===== config.mk =====
export PLATFORM = sky130hd
export DESIGN_NAME = reconstrutor_delta_flat
export DESIGN_NICKNAME = d
export VERILOG_FILES = /design/src/rtl/delta_pkg.sv /design/src/rtl/reconstrutor_delta_if.sv /design/src/rtl/reconstrutor_delta_somador_sinal.sv /design/src/rtl/reconstrutor_delta.sv /design/src/flat_wrapper.sv
export SDC_FILE = /design/constraint.sdc
export NUM_CORES = 1
export LEC_CHECK = 0
export BUFFER_PORTS_ARGS = -buffer_cell sky130_fd_sc_hd__buf_2
export CAP_MARGIN = 20
export CORE_ASPECT_RATIO = 1.4
export CORE_MARGIN = 4
export CORE_UTILIZATION = 44
export DETAILED_ROUTE_END_ITERATION = 10
export PLACE_DENSITY_LB_ADDON = 0.05
export RECOVER_POWER = 25
export SETUP_SLACK_MARGIN = 0.15
export SLEW_MARGIN = 10
export SYNTH_ARGS = -nofsm -noshare
export SYNTH_HDL_FRONTEND = slang
export SYNTH_SLANG_ARGS = --single-unit
export TNS_END_PERCENT = 100

===== constraint.sdc =====
create_clock -name clk -period 1.72 [get_ports clk]
set_input_delay 0.086 -clock clk [delete_from_list [all_inputs] [get_ports clk]]
set_output_delay 0.086 -clock clk [all_outputs]
set_load 0.05 [all_outputs]

===== src/rtl/delta_pkg.sv =====
// Shared widths and FSM state encoding for the delta reconstruction path.
package delta_pkg;

   localparam int W     = 4;
   localparam int CNT_W = 8;

   typedef enum logic {
      ST_IDLE = 1'b0,
      ST_RUN  = 1'b1
   } state_t;

endpackage


===== src/rtl/reconstrutor_delta_if.sv =====
// Input difference stream and reconstructed-sample output, each with valid/ready.
interface reconstrutor_delta_if #(
   parameter int W = delta_pkg::W
);

   logic         in_valid;
   logic         in_ready;
   logic         in_load;
   logic [W-1:0] in_mag;
   logic         in_neg;
   logic         out_valid;
   logic         out_ready;
   logic [W-1:0] out_data;
   logic         out_ovf;

   modport master (
      output in_valid, in_load, in_mag, in_neg, out_ready,
      input  in_ready, out_valid, out_data, out_ovf
   );

   modport slave (
      input  in_valid, in_load, in_mag, in_neg, out_ready,
      output in_ready, out_valid, out_data, out_ovf
   );

endinterface


===== src/rtl/reconstrutor_delta_somador_sinal.sv =====
// Combinational W-bit signed-direction adder: acc + mag or acc - mag, with carry/borrow.
module somador_sinal #(
   parameter int W = delta_pkg::W
) (
   input  logic [W-1:0] acc,
   input  logic [W-1:0] mag,
   input  logic         neg,
   output logic [W-1:0] sum,
   output logic         ovf
);

   logic [W:0] full;

   // Subtraction as acc + ~mag + 1; mag=0 with neg=1 then carries out and reads as +0.
   assign full = {1'b0, acc} + {1'b0, mag ^ {W{neg}}} + {{W{1'b0}}, neg};
   assign sum  = full[W-1:0];
   // Carry means overflow on add; missing carry means borrow on subtract.
   assign ovf  = full[W] ^ neg;

endmodule


===== src/rtl/reconstrutor_delta.sv =====
// Delta decoder: rebuilds samples from (magnitude, sign) differences after a seed beat.
module reconstrutor_delta #(
   parameter int W     = delta_pkg::W,
   parameter int CNT_W = delta_pkg::CNT_W
) (
   input  logic                 clk,
   input  logic                 rst,
   reconstrutor_delta_if.slave  bus,
   output logic                 err,
   output logic [CNT_W-1:0]     count
);

   import delta_pkg::*;

   state_t       state_q, state_d;
   logic [W-1:0] acc_q;
   logic [W-1:0] sum;
   logic         sum_ovf;
   logic         out_valid_q;
   logic [W-1:0] out_data_q;
   logic         out_ovf_q;
   logic         accept, emit;
   logic         take_sample, err_set, err_clr;
   logic [W-1:0] sample_d;
   logic         ovf_d;

   somador_sinal #(.W(W)) u_somador (
      .acc (acc_q),
      .mag (bus.in_mag),
      .neg (bus.in_neg),
      .sum (sum),
      .ovf (sum_ovf)
   );

   // NOTE: in_ready depends only on out_ready and registered state, never on in_valid,
   // so a producer can gate in_valid on in_ready without forming a combinational loop.
   assign bus.in_ready  = !out_valid_q || bus.out_ready;
   assign bus.out_valid = out_valid_q;
   assign bus.out_data  = out_data_q;
   assign bus.out_ovf   = out_ovf_q;

   assign accept = bus.in_valid && bus.in_ready;
   assign emit   = out_valid_q && bus.out_ready;

   // NOTE: every signal gets a default before the branches, otherwise a latch is inferred.
   always_comb begin
      state_d     = state_q;
      take_sample = 1'b0;
      sample_d    = sum;
      ovf_d       = sum_ovf;
      err_set     = 1'b0;
      err_clr     = 1'b0;
      if (accept) begin
         if (bus.in_load) begin
            take_sample = 1'b1;
            sample_d    = bus.in_mag;
            ovf_d       = 1'b0;
            err_clr     = 1'b1;
            state_d     = ST_RUN;
         end else if (state_q == ST_RUN) begin
            take_sample = 1'b1;
         end else begin
            err_set = 1'b1;
         end
      end
   end

   // NOTE: sequential state uses non-blocking assignments so all registers update together.
   always_ff @(posedge clk or posedge rst) begin
      if (rst) state_q <= ST_IDLE;
      else     state_q <= state_d;
   end

   always_ff @(posedge clk or posedge rst) begin
      if (rst) begin
         acc_q       <= '0;
         out_valid_q <= 1'b0;
         out_data_q  <= '0;
         out_ovf_q   <= 1'b0;
      end else if (take_sample) begin
         acc_q       <= sample_d;
         out_valid_q <= 1'b1;
         out_data_q  <= sample_d;
         out_ovf_q   <= ovf_d;
      end else if (emit) begin
         out_valid_q <= 1'b0;
      end
   end

   always_ff @(posedge clk or posedge rst) begin
      if (rst) begin
         err   <= 1'b0;
         count <= '0;
      end else begin
         if (err_clr)      err <= 1'b0;
         else if (err_set) err <= 1'b1;
         if (emit) count <= count + CNT_W'(1);
      end
   end

endmodule

===== src/flat_wrapper.sv =====
// flat-port wrapper written by rule: the top's interface ports become plain ports
module reconstrutor_delta_flat import delta_pkg::*;
#(
   parameter int W     = delta_pkg::W,
   parameter int CNT_W = delta_pkg::CNT_W
)
  (clk, rst, err, count, bus_in_valid, bus_in_load, bus_in_mag, bus_in_neg, bus_out_ready, bus_in_ready, bus_out_valid, bus_out_data, bus_out_ovf);
  reconstrutor_delta_if #(.W(W)) bus_i ();
  input  logic clk;
  input  logic rst;
  output logic err;
  output logic [CNT_W-1:0] count;
  input wire logic [$bits(bus_i.in_valid)-1:0] bus_in_valid;
  input wire logic [$bits(bus_i.in_load)-1:0] bus_in_load;
  input wire logic [$bits(bus_i.in_mag)-1:0] bus_in_mag;
  input wire logic [$bits(bus_i.in_neg)-1:0] bus_in_neg;
  input wire logic [$bits(bus_i.out_ready)-1:0] bus_out_ready;
  output wire logic [$bits(bus_i.in_ready)-1:0] bus_in_ready;
  output wire logic [$bits(bus_i.out_valid)-1:0] bus_out_valid;
  output wire logic [$bits(bus_i.out_data)-1:0] bus_out_data;
  output wire logic [$bits(bus_i.out_ovf)-1:0] bus_out_ovf;
  assign bus_i.in_valid = bus_in_valid;
  assign bus_i.in_load = bus_in_load;
  assign bus_i.in_mag = bus_in_mag;
  assign bus_i.in_neg = bus_in_neg;
  assign bus_i.out_ready = bus_out_ready;
  assign bus_in_ready = bus_i.in_ready;
  assign bus_out_valid = bus_i.out_valid;
  assign bus_out_data = bus_i.out_data;
  assign bus_out_ovf = bus_i.out_ovf;
  reconstrutor_delta #(.W(W), .CNT_W(CNT_W)) u_core (.clk(clk), .rst(rst), .bus(bus_i), .err(err), .count(count));
endmodule

======== After elaboration in Yosys (flattened, before gate mapping) ========
Cells that the tools add are included.
word-level totals
  flip-flop bits (word level) ............. 16
  output and inout bits ................... 16
  input bits .............................. 10
  word-level logic and storage cells ...... 34
cells by class
  reductions and logical operators ........ 7
  bitwise operators ....................... 2
  add/subtract/negate cells ............... 3
  multiplexer cells ....................... 16
operator list
  kind                                                            number
  1-bit two-way mux                                               14
  8-bit by 1-bit adder with 8-bit output (second input constant)  1
  4-bit two-way mux                                               2
  4-bit by 4-bit adder with 5-bit output                          1
  5-bit by 1-bit adder with 5-bit output                          1
  2-bit nonzero test                                              2
  4-bit bitwise XOR                                               1
  1-bit logical AND                                               2
  2-bit AND reduction                                             1
  1-bit logical NOT                                               1
  1-bit logical OR                                                1
  1-bit bitwise XOR                                               1

======== Longest topological paths before layout ========
  word-level depth ........................ 6
  mapped depth ............................ 8
  gate-level depth less buffers ........... 7

======== By module ========
From an unflattened synthesis, not the netlist that was laid out.
second synthesis, totals
  cell total of the unflattened synthesis .. 90
  area total of the unflattened synthesis .. 939.7 um^2
by module, submodules not included
  module              instances  area an instance (um^2)  seq. area each (um^2)  cells each
  reconstrutor_delta  1          739.5                    400.4                  68
  somador_sinal       1          200.2                    0.0                    22

======== Worst setup path after synthesis ========
Ideal clock, no wire load.
  kind .................................... reg-to-reg
  from .................................... register u_core.acc_q[0]
  to ...................................... register u_core.out_ovf_q (netlist: u_core.bus.out_ovf)
  period minus slack after synthesis ...... 1939 ps
  path buffers ............................ 0
  cell stages (with the launch flop) ...... 7
  data arrival time ....................... 1817 ps
  library setup time ...................... 122 ps
  setup slack ............................. -219 ps
  cells stage by stage .................... dfrtp_1 -> mux2i_1 -> fa_1 -> nor2b_1 -> o21a_1 -> or3_1 -> a32o_1
between the ends
  cells in the longest elaborated chain, start to end .. 5
ends and longest elaborated chain
  item                                      line                                    source
  from (decl)                               reconstrutor_delta.sv:16                logic [W-1:0] acc_q;
  from (signal assigned)                    reconstrutor_delta.sv:81                acc_q <= sample_d;
  4-bit by 4-bit adder with 5-bit output *  reconstrutor_delta_somador_sinal.sv:15  assign full = {1'b0, acc} + {1'b0, mag ^ {W{neg}}} + {{W{1'b0}}, neg};
  5-bit by 1-bit adder with 5-bit output *  reconstrutor_delta_somador_sinal.sv:15
  1-bit bitwise XOR *                       reconstrutor_delta_somador_sinal.sv:18  assign ovf = full[W] ^ neg;
  1-bit two-way mux                         reconstrutor_delta.sv:54                if (bus.in_load) begin
  1-bit two-way mux *                       reconstrutor_delta.sv:53                if (accept) begin
  to (signal assigned)                      reconstrutor_delta.sv:84                out_ovf_q <= ovf_d;
  to (decl)                                 reconstrutor_delta.sv:21                logic out_ovf_q;
Mark *: on every way between the ends. The rest lies on a longest branch, timed or not.
A chain may end at the register's enable or synchronous reset.

======== Final worst setup path ========
Ends and elaborated chain as after synthesis.

==> summary.txt <==
Layout
  • Diode count: 0
  • Fillers: between 150 and 200
  • Final net count: 135
  • Layout cells sized above 1: between 30 and 40%
  • Area grow syn2layout: 29.4%

GRT
  • First-pass GRT wire length: roughly 3.1 mm
  • Vias in the first global route: 693
  • GRT Overall Usage: 15.5%
  • Gr ovfl total: 0
  • Initial antenna violation count: 0
  • Largest net degree at the start of global routing: 17

Flow run
  • Max-cap violations: 0

Power and ir drop
  • Power Internal: 0.910 mW
  • Psw: roughly 0.84 mW
  • Clock network power share: around 14%
  • Sequential share of power: roughly 34%
  • PwrDens: about 1600 nW/um^2
  • Gate power share: around 52%
  • Switch share: 47.9%
  • Leakage: 0.557 nW
  • VDD IR max: 0.000775 V
  • Total power: about 1.7 mW

Setup path
  • Worst path cell trace: mux2i_4 > fa_2 > nor2b_1 > o21a_1 > or3_1 > a32o_1
  • WP buf/inv: 0
  • R2r startpoint: u_core.acc_q[0]$_DFFE_PP0P_
  • Largest stage delay on the critical path: 0.44 ns
  • CP max-delay cell: dfrtp_2
  • Crit Path Class: reg2reg
  • Top Family by Delay on Critical Path: flip-flops
  • CP endpoint kind: flop
  • CP startpoint kind: flop
  • Crit path required time: 1.90 ns
  • Setup crit start: u_core.acc_q[0]$_DFFE_PP0P_
  • Critical Path End: u_core.bus.out_ovf$_DFFE_PP0P_
  • Reg2Reg Depth: 6
  • WP data arrival: between 1.5 and 2 ns
  • Setup slack, reg-to-reg: 0.05 ns
  • Worst-path fanout max: 2
  • Worst R2R End: u_core.bus.out_ovf$_DFFE_PP0P_
  • Cell count along the critical path: 6

Timing
  • Minimum clock period: about 1.7 ns
  • Final setup viols: 0
  • Hold_ws: 0.0713 ns
  • Slew margin rel.: 59.8%
  • Max Slew Vio Count: 0
  • Max Clk Rate: 0.599 GHz
  • Tcrit/Tclk final: around 97%
  • RSZ-0062 raised after global routing: yes
  • Final hold viol count: 0
  • Clk_skew: 0.00694 ns
  • Actual slew at the worst max-slew pin: 0.602 ns

Route
  • Vias/cell: roughly 5.3
  • Drt first pass iters: 4
  • Routed Antenna Nets: 0
  • Highest metal used: met4
  • Met2 wire len: 1.03 mm
  • DR vias: 734
  • M1 WL: 800 um
  • DR WL/cell: 14.1 um
  • Number of DRC markers in iteration 0: 5
  • Wire length on met3: 100 um
  • DRC Markers: 0
  • Routed WL: between 1.5 and 2 mm

Synthesis
  • Synth Register Bits: 16
  • Syn nets: 99
  • Cell Area, Synth: a little under 900 um^2
  • Post-synth ARST share: 100%
  • Number of enable flip-flop cells after synthesis: 0
  • Ys flop type: dfrtp_1
  • Yosys cell types: 29
  • Top cells by count, synth: dfrtp_1 (16), nand2_1 (8), xor2_1 (7)
  • Top cells by area, synth: dfrtp_1 (46%), ha_1 (7.2%), xor2_1 (7.1%), xnor2_1 (5.0%), nand2_1 (3.5%)
  • Largest area contributor in the netlist: dfrtp_1
  • Post-Syn Area per Cell: 10.5 um^2
  • Most common cell in the netlist: dfrtp_1
  • Area fraction of the dominant cell type after synthesis: 46.1%
  • Gate Count Post-Synth: 83
  • Synth warn: 0
  • Seq/Total Area, Yosys: 46.1%

Clock tree
  • CTS tree: built
  • CTS Root Cell: clkbuf_4
  • # clock sinks: 16
  • Worst-skew pair later-pin latency: 0.28 ns
  • Clock Tree Buf Depth: 2
  • CTS clk-pin slew, worst paths: 0.10 ns
  • CTS Buf Count: 3
  • Number of H-tree levels: 1

Die
  • Starting Density: 47.6%
  • Row count: 18
  • Core area: 1820 um^2
  • Die Y: 60.6 um
  • DIE AREA: 2760 um^2
  • Die Span X: approximately 46 um
  • Ports: 26

Worst hold path
  • Hold-critical path depth: 2
  • Tightest Hold Check Type: in2reg

Status
  • Status: finished clean

Placement
  • Port bufs: 25
  • GPL Wtd Cong: 0.777
  • Final HPWL DP: 1.48 mm
==> worst register-to-register path: cells and delay by family, from the launching register on <==
kind            cells  cell delay [ns]
compound gates      2             0.39
fa+ha+maj           1             0.23
flops               1             0.44
mux                 1             0.17
simple gates        2             0.35
==> what timing repair did <==
| item | in CTS | in global routing |
|---|---|---|
| gates resized for setup | 0 | 2 |
| hold endpoints to repair | 16 | 0 |
| gates cloned | 0 | 0 |
| setup buffers | 3 | 2 |
| hold buffers | 1 | 0 |
| pin swaps | 1 | 1 |
| endpoints found under the setup margin | 1 | 4 |
==> layout make-up <==
class	instances	area, um^2	area share (%)
clock buffer	4	36.3	3.23
inverter	3	11.3	1.00
multi-input combinational	62	459	40.9
sequential	16	404	36.0
tap	20	25.0	2.23
timing repair buffer	33	188	16.7
==> power by group through the flow <==
stage	Sequential [mW]	Combinational, mW	Clock, mW
floorplan	0.969	0.286	0
global placement	0.602	0.854	0
detailed placement	0.610	0.864	0
CTS	0.599	0.894	0.251
global route	0.624	0.969	0.271
finish	0.599	0.904	0.244
==> metrics by stage <==
stage | setup slack, ns | setup TNS [ns] | std cells | util, % | cell area [um^2]
2_1_floorplan | -0.0997 | -0.0997 | 83 | - | 883
3_3_place_gp | 0.0300 | 0 | 128 | 56.9 | 1040
3_5_place_dp | -0.0120 | -0.0120 | 128 | 56.9 | 1040
4_1_cts | 0.0336 | 0 | 136 | 60.7 | 1110
5_1_grt | -0.0458 | -0.0458 | 138 | 61.6 | 1120
6_report | 0.0502 | 0 | 138 | 61.6 | 1120
==> how the worst min path moves through the flow <==
stage	start	end	slack, ns
after floorplan	rst	u_core.acc_q[3]$_DFFE_PP0P_	-0.0005
after global routing	bus_in_mag[0]	u_core.acc_q[0]$_DFFE_PP0P_	0.07
after detailed placement	rst	u_core.err$_DFFE_PP0P_	0.19
final	bus_in_mag[0]	u_core.acc_q[0]$_DFFE_PP0P_	0.07
after CTS	bus_in_mag[0]	u_core.acc_q[0]$_DFFE_PP0P_	0.04
after global placement	rst	u_core.err$_DFFE_PP0P_	0.19
==> state kept, by name (all words and copies together), names as in the netlist <==
register,count
u_core.err,1
u_core.bus.out_ovf,1
u_core.state_q,1
u_core.bus.out_valid,1
u_core.count,8
u_core.acc_q,4
==> cells by family (layout without fill, tap and decap cells) <==
kind of cell	count (synthesis)	after routing	share of synthesized area, %
buf+inv	5	40	2.45
xor+xnor	12	12	12.1
mux	2	2	2.45
compound gates	16	16	12.2
fa+ha+maj	6	6	9.51
flops	16	16	46.1
simple gates	26	26	15.1
==> metal layers <==
| layer | track usage [%] | vias up |
|---|---|---|
| li1 | - | 356 |
| met1 | 18.5 | 356 |
| met2 | 28.1 | 20 |
| met3 | 2.67 | 2 |
| met4 | 3.77 | 0 |
| met5 | 0 | - |
==> cell usage in the layout, fill, tap and decap left out, types with 3 or more instances in the layout <==
master	count
xor2_1	7
buf_2	25
nand4_1	3
xnor2_1	5
o21ai_0	3
dfrtp_1	13
dfrtp_2	3
ha_1	5
buf_4	7
nor2_1	5
clkbuf_4	3
nand2_1	8
nand2b_1	3
inv_1	3
a21oi_1	3
Note: power is estimated with default switching activity, not from simulation.
